==> src/rtl/top_level.sv <==
// Bit-serial radix-2 Booth multiplier: serial operand load, one Booth step per cycle, serial product out.
// Define BOOTH_SIGNED_EN to treat operands as two's complement (sign-extended Booth operands).
module top_level #(
    parameter int DATA_WIDTH = 4
) (
    input  logic i_clk,
    input  logic i_rst,
    input  logic i_en,
    input  logic i_din_a,
    input  logic i_din_b,
    input  logic i_valid,
    input  logic i_ready,
    output logic o_ready,
    output logic o_prod,
    output logic o_valid
);

    localparam int W  = DATA_WIDTH;
    localparam int CW = $clog2(2 * W + 1);
    localparam int IW = (W > 1) ? $clog2(W) : 1;

    localparam logic [CW-1:0] LAST_LOAD = CW'(W - 1);
    localparam logic [CW-1:0] LAST_STEP = CW'(W);
    localparam logic [CW-1:0] LAST_BIT  = CW'(2 * W);
    localparam logic [CW-1:0] CNT_ONE   = CW'(1);

    typedef enum logic [1:0] {
        IDLE,
        CALC,
        VALID,
        SEND
    } state_t;

    state_t           state_q;
    logic [CW-1:0]    cnt_q;
    logic [W-1:0]     opA_q;
    logic [W-1:0]     opB_q;
    logic [W:0]       m_q;
    logic [W:0]       acc_q;
    logic [W:0]       q_q;
    logic             qm1_q;
    logic [2*W-1:0]   prod_q;
    logic             oReady_q;
    logic             oValid_q;
    logic             oProd_q;

    logic [W-1:0]     opA_d;
    logic [W-1:0]     opB_d;
    logic [W:0]       mLoad_d;
    logic [W:0]       qLoad_d;
    logic [W:0]       boothSum_d;
    logic [2*W-1:0]   result_d;

    // Operand view including the bit arriving this edge, so the last bit can seed the Booth registers directly.
    always_comb begin
        opA_d = opA_q;
        opB_d = opB_q;
        opA_d[cnt_q[IW-1:0]] = i_din_a;
        opB_d[cnt_q[IW-1:0]] = i_din_b;
`ifdef BOOTH_SIGNED_EN
        mLoad_d = {opA_d[W-1], opA_d};
        qLoad_d = {opB_d[W-1], opB_d};
`else
        mLoad_d = {1'b0, opA_d};
        qLoad_d = {1'b0, opB_d};
`endif
        case ({q_q[0], qm1_q})
            2'b01:   boothSum_d = acc_q + m_q;
            2'b10:   boothSum_d = acc_q - m_q;
            default: boothSum_d = acc_q;
        endcase
        result_d = {acc_q[W-2:0], q_q};
    end

    always_ff @(posedge i_clk) begin
        if (i_rst) begin
            state_q  <= IDLE;
            cnt_q    <= '0;
            opA_q    <= '0;
            opB_q    <= '0;
            m_q      <= '0;
            acc_q    <= '0;
            q_q      <= '0;
            qm1_q    <= 1'b0;
            prod_q   <= '0;
            oReady_q <= 1'b1;
            oValid_q <= 1'b0;
            oProd_q  <= 1'b0;
        end else if (i_en) begin
            case (state_q)
                IDLE: begin
                    if (i_valid) begin
                        opA_q <= opA_d;
                        opB_q <= opB_d;
                        if (cnt_q == LAST_LOAD) begin
                            cnt_q    <= '0;
                            m_q      <= mLoad_d;
                            q_q      <= qLoad_d;
                            acc_q    <= '0;
                            qm1_q    <= 1'b0;
                            oReady_q <= 1'b0;
                            state_q  <= CALC;
                        end else begin
                            cnt_q <= cnt_q + CNT_ONE;
                        end
                    end
                end
                // Add/subtract then arithmetic shift of {Acc, Q, q_m1}; W+1 steps cover the extended operand.
                CALC: begin
                    acc_q <= {boothSum_d[W], boothSum_d[W:1]};
                    q_q   <= {boothSum_d[0], q_q[W:1]};
                    qm1_q <= q_q[0];
                    if (cnt_q == LAST_STEP) begin
                        cnt_q    <= '0;
                        oValid_q <= 1'b1;
                        state_q  <= VALID;
                    end else begin
                        cnt_q <= cnt_q + CNT_ONE;
                    end
                end
                VALID: begin
                    if (i_ready) begin
                        oValid_q <= 1'b0;
                        oProd_q  <= result_d[0];
                        prod_q   <= {1'b0, result_d[2*W-1:1]};
                        cnt_q    <= CNT_ONE;
                        state_q  <= SEND;
                    end
                end
                // The stream cannot stall: i_ready is deliberately not looked at here.
                SEND: begin
                    if (cnt_q == LAST_BIT) begin
                        oProd_q  <= 1'b0;
                        oReady_q <= 1'b1;
                        cnt_q    <= '0;
                        state_q  <= IDLE;
                    end else begin
                        oProd_q <= prod_q[0];
                        prod_q  <= {1'b0, prod_q[2*W-1:1]};
                        cnt_q   <= cnt_q + CNT_ONE;
                    end
                end
                default: begin
                    state_q <= IDLE;
                end
            endcase
        end
    end

    assign o_ready = oReady_q;
    assign o_valid = oValid_q;
    assign o_prod  = oProd_q;

endmodule

==> config.mk <==
export PLATFORM = sky130hd
export DESIGN_NAME = top_level
export DESIGN_NICKNAME = d
export VERILOG_FILES = /design/src/rtl/top_level.sv
export SDC_FILE = /design/constraint.sdc
export NUM_CORES = 1
export LEC_CHECK = 0
export ABC_AREA = 1
export CAP_MARGIN = 20
export CORE_UTILIZATION = 45
export DETAILED_ROUTE_END_ITERATION = 8
export DONT_BUFFER_PORTS = 1
export MAX_ROUTING_LAYER = met4
export PLACE_DENSITY = 0.62
export SKIP_LAST_GASP = 1
export SLEW_MARGIN = 15
export SYNTH_ARGS = -nofsm -noshare
export SYNTH_HDL_FRONTEND = slang
export SYNTH_SLANG_ARGS = --single-unit
==> constraint.sdc <==
create_clock -name i_clk -period 2.4 [get_ports i_clk]
set_clock_uncertainty 0.1 [all_clocks]
set_input_delay 0.12 -clock i_clk [delete_from_list [all_inputs] [get_ports i_clk]]
set_output_delay 0.12 -clock i_clk [all_outputs]
set_load 0.05 [all_outputs]
==> qor.csv <==
metric,value,unit
status,"finished, final reports clean",
holdWs,24.3,ps
relSlewSlack,0.476,
fmax,0.471,GHz
cts-resized-gates,0,
nFillCells,494,
post-route-period-util,0.884,
final_area,0.00237,mm²
hold_class,in2reg,
setup_tns,0,ps
place_hpwl,3460,µm
io_pins,10,
grt_max_degree,28,
post-route-drc-count,0,
drt_iter0_markers,86,
fp-row-count,25,
crit_required,2530,ps
clk_pin_slew,80,ps
critPathKind,reg2reg,
gp_routability_congestion,0.872,
pre_cts_ws,249,ps
max-vdd-ir-drop,246,µV
cts.sinks,38,
grt_overflow,0,
fp.dieH,72.1,µm
n_antenna_cell,0,
register_area,761,µm²
io_buffer_count,0,
coreArea,0.00472,mm²
max_stage_delay,500,ps
synth_cell_types,31,
clock_path_buffers,2,
area_growth_syn_to_layout,7.13,%
synthCells,323,
grt_pass1_wl,8000,µm
cts_tree,yes,
crit_fanout,3,
crit_chain,inv_1 > ha_1 > inv_1 > o21ai_0 > fa_1 > o22ai_1 > o21ai_2 > a21oi_1,
synth_seq_cells,38,
vias,1899,
worst_pin_slew,786,ps
dr.pass1.iters,4,
cp-start-kind,flop,
initial_core_util,0.468,
syn-num-nets,345,
drive_above_1_share,0.0675,
worst_path_most_repeated_cell,inv_1,
leakagePower,0.951,nW
layout_commonest_cell,nand2_1,
met3WireLength,143,µm
period_needed,2120,ps
end_kind,flop,
cts_root_buf,clkbuf_8,
worst_slack,278,ps
antenna_found_initial,0,
drt-met1-wl,2330,µm
setup_viol,0,
viasPerCell,4.83,
track_usage,0.203,
syn-cell-area,0.00221,mm²
wl_per_cell,11.6,µm
cp.arrival,2250,ps
dp.cells,384,
top_layer,met4,
ant_nets,0,
report.final.slew_viol_count,0,
post_layout_nonfiller_instances,393,
postRouteWirelength,4550,µm
grt_pass1_vias,1759,
p_per_area,506,mW/mm²
yosys_warnings,0,
clk_latency,290,ps
final_cell_mix,"65 x nand2_1, 44 x inv_1, 38 x o21ai_0, 38 x nor2_1, 38 x dfxtp_1",
dieArea,0.00519,mm²
die_x,72.1,µm
cts_buffers,5,
ys_seq_area_frac,0.344,
avgSynthCellArea,6.84,µm²
rsz0062_at_grt,false,
place_area,0.00226,mm²
htreeDepth,2,
route.met2.wl,2050,µm
reg2reg_slack,280,ps
multi_input_area,0.00124,mm²
nets,347,
maxCapViolations,0,
critPathSlowestCell,fa_1,
final_hold_viol_count,0,
cells by family after synthesis:
group                    synth area share
buffers and inverters              0.0963
adder cells (fa/ha/maj)            0.0883
AO/OA/AOI/OAI                       0.199
AND/OR/NAND/NOR                     0.260
XOR/XNOR                           0.0119
flip-flops                          0.344
where the power goes:
| part | internal (mW) | switching [mW] | total, mW |
|---|---|---|---|
| clock | 0.231 | 0.231 | 0.462 |
| sequential | 0.642 | 0.00701 | 0.649 |
| combinational | 0.0292 | 0.0570 | 0.0861 |
| total | 0.902 | 0.295 | 1.20 |
registers in the layout (all words and copies together) (netlist names), 2 cells and up:
register  flops
prod_q        7
q_q           5
acc_q         4
cnt_q         4
m_q           4
opA_q         4
opB_q         4
state_q       2
metal layers:
layer | global-route usage | up-vias
li1 | - | 1053
met1 | 0.264 | 820
met2 | 0.326 | 22
met3 | 0.0403 | 4
met4 | 0.0458 | 0
met5 | - | -
metrics by stage:
step,util,power (mW)
2_1_floorplan,-,0.730
3_3_place_gp,0.479,0.743
3_5_place_dp,0.479,0.745
4_1_cts,0.501,1.22
5_1_grt,0.501,1.26
6_report,0.501,1.20
synthesized netlist by cell type (all sizes together):
master   n  share of area
a21oi   24          0.058
a31oi    2         0.0057
buf      3         0.0091
clkbuf   3         0.0051
clkinv   1         0.0040
dfxtp   38           0.34
fa       1         0.0091
ha      14          0.079
inv     46          0.078
nand2   69           0.12
nand3   22          0.052
nand3b   1         0.0034
nand4    2         0.0057
nor2    39          0.067
nor3     1         0.0074
o211ai   1         0.0034
o21a     4          0.014
o21ai   47           0.11
o22ai    2         0.0057
xor2     3          0.012
path summary, 6_finish.rpt:
| kind | start | cells after the start | end |
|---|---|---|---|
| max | m_q[0] | 8 | acc_q[0] |
| min | i_en | 2 | opA_q[3] |
| max reg2reg | m_q[0] | 8 | acc_q[0] |
| min reg2reg | opA_q[3] | 2 | opA_q[3] |
worst max-delay path, delay by kind of cell (launching register included):
family	cells	cell delay [ps]
compound gates	4	710
buf+inv	2	120
flops	1	370
fa+ha+maj	2	780
layout make-up:
class                           count  area share
Timing Repair Buffer                1     0.00423
Multi-Input combinational cell    232       0.522
Clock inverter                      2     0.00529
Tap cell                           67      0.0354
Sequential cell                    38       0.321
Inverter                           47      0.0766
Clock buffer                        6      0.0349
what timing repair did:
item | CTS | global route
hold buffers | 1 | 0
hold endpoints to repair | 11 | 0
buffers inserted | 0 | 0
Power figures use the tool's default switching activity.
